<file path="config.mk">
export PLATFORM = sky130hd
export DESIGN_NAME = seg_display_driver
export DESIGN_NICKNAME = d
export VERILOG_FILES = /design/src/rtl/seg_display_driver.sv
export SDC_FILE = /design/constraint.sdc
export NUM_CORES = 1
export LEC_CHECK = 0
export CELL_PAD_IN_SITES_DETAIL_PLACEMENT = 2
export CELL_PAD_IN_SITES_GLOBAL_PLACEMENT = 2
export CORE_MARGIN = 3
export CORE_UTILIZATION = 32
export DETAILED_ROUTE_END_ITERATION = 12
export HOLD_SLACK_MARGIN = 0.06
export PLACE_DENSITY = 0.72
export RECOVER_POWER = 25
export SLEW_MARGIN = 30
export SYNTH_ARGS = -nofsm -noshare
export SYNTH_HDL_FRONTEND = slang
export SYNTH_SLANG_ARGS = --single-unit
export TNS_END_PERCENT = 5
</file>
<file path="constraint.sdc">
create_clock -name clk -period 2.6 [get_ports clk]
set_input_delay 0.52 -clock clk [delete_from_list [all_inputs] [get_ports clk]]
set_output_delay 0.52 -clock clk [all_outputs]
set_load 0.02 [all_outputs]
</file>
<file path="src/rtl/seg_display_driver.sv">
// Four-digit MM:SS driver for a common-anode 7-segment display. Inputs are snapshotted once per frame.
// Outputs are registered and follow the digit index one clock later. There is no backpressure.
module seg_display_driver #(
    parameter int REFRESH_DIV = 100000,
    parameter int BLINK_DIV   = 25000000
) (
    input  logic       clk,
    input  logic       rst,
    input  logic [5:0] minutes,
    input  logic [5:0] seconds,
    input  logic       swADJ,
    input  logic       swSEL,
    output logic [7:0] seg,
    output logic [3:0] an
);
    localparam int RW = (REFRESH_DIV > 1) ? $clog2(REFRESH_DIV) : 1;
    localparam int BW = (BLINK_DIV > 1) ? $clog2(BLINK_DIV) : 1;
    localparam logic [RW-1:0] REFRESH_LAST = RW'(REFRESH_DIV - 1);
    localparam logic [BW-1:0] BLINK_LAST   = BW'(BLINK_DIV - 1);

    logic [RW-1:0] refresh_q, refresh_d;
    logic [BW-1:0] blink_q, blink_d;
    logic          hidden_q, hidden_d;
    logic [1:0]    idx_q, idx_d;
    logic [5:0]    min_q, min_d, sec_q, sec_d;
    logic [7:0]    seg_q, seg_d;
    logic [3:0]    an_q, an_d;

    logic          tick, blink_wrap, blank;
    logic [3:0]    digit;

    function automatic logic [3:0] tens_of(input logic [5:0] v);
        if      (v >= 6'd60) return 4'd6;
        else if (v >= 6'd50) return 4'd5;
        else if (v >= 6'd40) return 4'd4;
        else if (v >= 6'd30) return 4'd3;
        else if (v >= 6'd20) return 4'd2;
        else if (v >= 6'd10) return 4'd1;
        else                 return 4'd0;
    endfunction

    // Remainder is below 10, so modulo-16 arithmetic on the low nibble is exact.
    function automatic logic [3:0] ones_of(input logic [5:0] v);
        return v[3:0] - (tens_of(v) * 4'd10);
    endfunction

    function automatic logic [7:0] seg7(input logic [3:0] d);
        case (d)
            4'd0:    return 8'hC0;
            4'd1:    return 8'hF9;
            4'd2:    return 8'hA4;
            4'd3:    return 8'hB0;
            4'd4:    return 8'h99;
            4'd5:    return 8'h92;
            4'd6:    return 8'h82;
            4'd7:    return 8'hF8;
            4'd8:    return 8'h80;
            4'd9:    return 8'h90;
            default: return 8'hFF;
        endcase
    endfunction

    always_comb begin
        tick       = (refresh_q == REFRESH_LAST);
        blink_wrap = (blink_q == BLINK_LAST);
        refresh_d  = tick ? '0 : refresh_q + 1'b1;
        blink_d    = blink_wrap ? '0 : blink_q + 1'b1;
        hidden_d   = blink_wrap ? ~hidden_q : hidden_q;
        idx_d      = tick ? idx_q + 2'd1 : idx_q;
        min_d      = min_q;
        sec_d      = sec_q;
        if (tick && idx_q == 2'd3) begin
            min_d = minutes;
            sec_d = seconds;
        end

        case (idx_q)
            2'd0:    digit = ones_of(sec_q);
            2'd1:    digit = tens_of(sec_q);
            2'd2:    digit = ones_of(min_q);
            default: digit = tens_of(min_q);
        endcase

        // Seconds pair lives on indices 0/1 (idx[1]=0), minutes pair on 2/3.
        blank = swADJ && hidden_q && (swSEL ? ~idx_q[1] : idx_q[1]);
        an_d  = 4'hF;
        seg_d = 8'hFF;
        if (!blank) begin
            an_d  = ~(4'b0001 << idx_q);
            seg_d = seg7(digit) & ((idx_q == 2'd2) ? 8'h7F : 8'hFF);
        end
    end

    always_ff @(posedge clk) begin
        if (rst) begin
            refresh_q <= '0;
            blink_q   <= '0;
            hidden_q  <= 1'b0;
            idx_q     <= 2'd0;
            min_q     <= 6'd0;
            sec_q     <= 6'd0;
            seg_q     <= 8'hFF;
            an_q      <= 4'hF;
        end else begin
            refresh_q <= refresh_d;
            blink_q   <= blink_d;
            hidden_q  <= hidden_d;
            idx_q     <= idx_d;
            min_q     <= min_d;
            sec_q     <= sec_d;
            seg_q     <= seg_d;
            an_q      <= an_d;
        end
    end

    assign seg = seg_q;
    assign an  = an_q;
endmodule

</file>
==> out/metrics.cfg, run 1 <==
[cts]
clk_pin_slew_ps=80
htree_levels=3
clock-sinks=68
cts_tree=built
clk_path_buf_depth=2
clock-root-buffer=clkbuf_8
cts_buffers=9
clk_latency_ps=350

[floorplanning]
rows=37
die_h_um=109
die_x_um=109
dieArea_um2=11900
core_area_um2=10300
ios=28
initial_utilization=0.330

[drt]
drc=0
vias_per_cell=4.92
dr.first_iter.drc_count=81
vias=2893
routedWlPerCell_um=15.5
dr.pass1.iters=4
wl_um=9090
ant_nets=0

[placed_design]
port-buffer-count=27
dp_hpwl_um=6550
placed_cell_area_um2=3940
gp_congestion=0.777
dp_slack_ps=-161

[yosys]
synth_area_per_cell_um2=8.57
seq_area_frac_synth=0.399
ys_top_cells_by_area=dfxtp_1, xor2_1, nor2_1, nand2_1, xnor2_1
syn_inst=398
mappedNetlistNets=427
synth_top_family_by_area=simple AND/OR/NAND/NOR gates
synth_warnings=0
synth_area_leader_cell=dfxtp_1
netlist.area_leader.share=0.399
synth_adder_area_share=0.0521
synth_edf_count=0
synth-seq-cells=68
synth_mux_area_frac=0.0165
synth.cell_area_um2=3410
synth-xor-area-share=0.113
synthSimpleGateAreaFrac=0.252
async_flop_share=0
ys_types=61
synthFlopType=dfxtp_1
synth-compound-area-share=0.115

[worst_setup_path]
critPathRequiredTime_ps=2900
critPathArrivalTime_ps=2880
critical_path.max_stage_delay_ps=390
start_kind=flip-flop
cp_max_fo=5
crit_slowest_cell=dfxtp_4
crit_chain=mux2_4 > a22oi_2 > o21ai_2 > inv_1 > ha_1 > inv_1 > a221o_1 > a22o_4 > buf_4 > nor3_4 > mux2_4 > nand3_2
worstSetupEndpointType=flip-flop
critPathKind=flip-flop to flip-flop

[pwr]
p_per_area_nw_per_um2=520
p_leak_uw=0.00163
vdd_drop_max_uv=327

[finish]
final_common_cell=nor2_1
drive_above_1_share=0.181
final_cell_area_um2=4300
diodes=0
final_nets=476
syn_to_final_growth_pct=26.0
fillers=1156
layout.cells.most_common_list=nor2_1, dfxtp_1, nand2_1

[sta]
hold_violations=0
setup_viol=0
timing.final.crit_share=0.993
fmax_ghz=0.387
timing.final.crit_period_ps=2580
worst_pin_slew_ps=498
skew_ps=11.3
rsz0062_at_grt=true
maxSlewViolCount=0
setup_tns_ps=0
fin_ws_ps=17.2
max_slew_margin=0.668

[global_routing]
grt_start_max_net_pins=26
grt_util_all_layers=0.164
grt-ovfl-total=0
grt_pass1_wl_um=15400
antenna_found_initial=0
grt_pass1_vias=3146

[outcome]
status=complete, no violations

[flow_run]
maxCapViolCount=0

[min_path]
holdCritPathClass=flip-flop to flip-flop

==> layer usage <==
metal  GRT usage  part of all wire  wire length [um]
met1       0.193              0.44              4020
met2       0.294              0.52              4690
met3      0.0438             0.026               232
met4      0.0454             0.017               150
met5           0                 0                 0
==> where the power goes <==
| part | internal [uW] | switching, uW |
|---|---|---|
| combinational | 40.7 | 41.2 |
| clock | 663 | 429 |
| sequential | 1050 | 9.45 |
==> kinds of logic after synthesis <==
| family | after synthesis |
|---|---|
| simple gates | 179 |
| flops | 68 |
| compound gates | 55 |
| xor+xnor | 44 |
| buf+inv | 34 |
| fa+ha+maj | 13 |
| mux | 5 |
==> flip-flops by register name, summed over array words and instances, names as in the netlist <==
name / count
blink_q: 25
sec_q: 6
an: 4
hidden_q: 1
min_q: 6
refresh_q: 17
idx_q: 2
seg: 7
==> area by class of cell <==
type                       instances  area (um2)  share of cell area
multi-input combinational        296        1950               0.454
sequential                        68        1380               0.321
timing repair buffer              56         488               0.114
tap                              136         170              0.0396
clock buffer                      10         138              0.0320
clock inverter                     6         111              0.0259
inverter                          16        60.1              0.0140
==> worst max-delay path: cells and delay by family (launching register included) <==
family / cells / cell delay (ps)
AO/OA/AOI/OAI: 4 / 820
adder cells (fa/ha/maj): 1 / 130
buffers and inverters: 3 / 260
flip-flops: 1 / 390
multiplexers: 2 / 650
AND/OR/NAND/NOR: 2 / 280
==> stage by stage <==
step,hold slack (ps),util,power [uW],cells
6_report,462,0.416,2230,588
5_1_grt,501,0.416,2330,588
4_1_cts,465,0.413,2280,588
3_5_place_dp,454,0.381,1170,570
3_3_place_gp,444,0.381,1170,570
2_1_floorplan,430,-,1130,398
==> path summary, 6_finish.rpt <==
check	from	end	slack, ps	cells past startpoint
worst max-delay path	min_q[2]	seg[3]	20	12
worst min-delay path	sec_q[0]	sec_q[0]	460	2
worst max register to register	min_q[2]	seg[3]	20	12
worst min register to register	sec_q[0]	sec_q[0]	460	2
==> cell usage after synthesis (all sizes together) (3+ instances only) <==
library cell and number:
dfxtp 68, nor2 64, nand2 52, xor2 28
nand3 18, inv 16, xnor2 16, a21oi 14
ha 11, nand4 11, o21ai 11, buf 9
clkbuf 9, and3 5, a22oi 4, nand2b 4
nor2b 4, nor3 4, a22o 3, a2bb2oi 3
and2 3, and4 3, mux2i 3, nor3b 3
o211ai 3
==> timing repair <==
action | CTS | global route
hold buffers | 0 | 0
endpoints found under the setup margin | 7 | 7
resized for setup | 17 | 10
buffers inserted | 2 | 0
pin swaps | 0 | 1
No activity file was read; power rests on OpenSTA's default activity.
==> run 2, diff against run 1 <==
Settings changed: ABC_CLOCK_PERIOD_IN_PS set to 2600.
==> results of run 2 <==
Same layout as run 1: the final DEF is identical, and so are final timing and power.
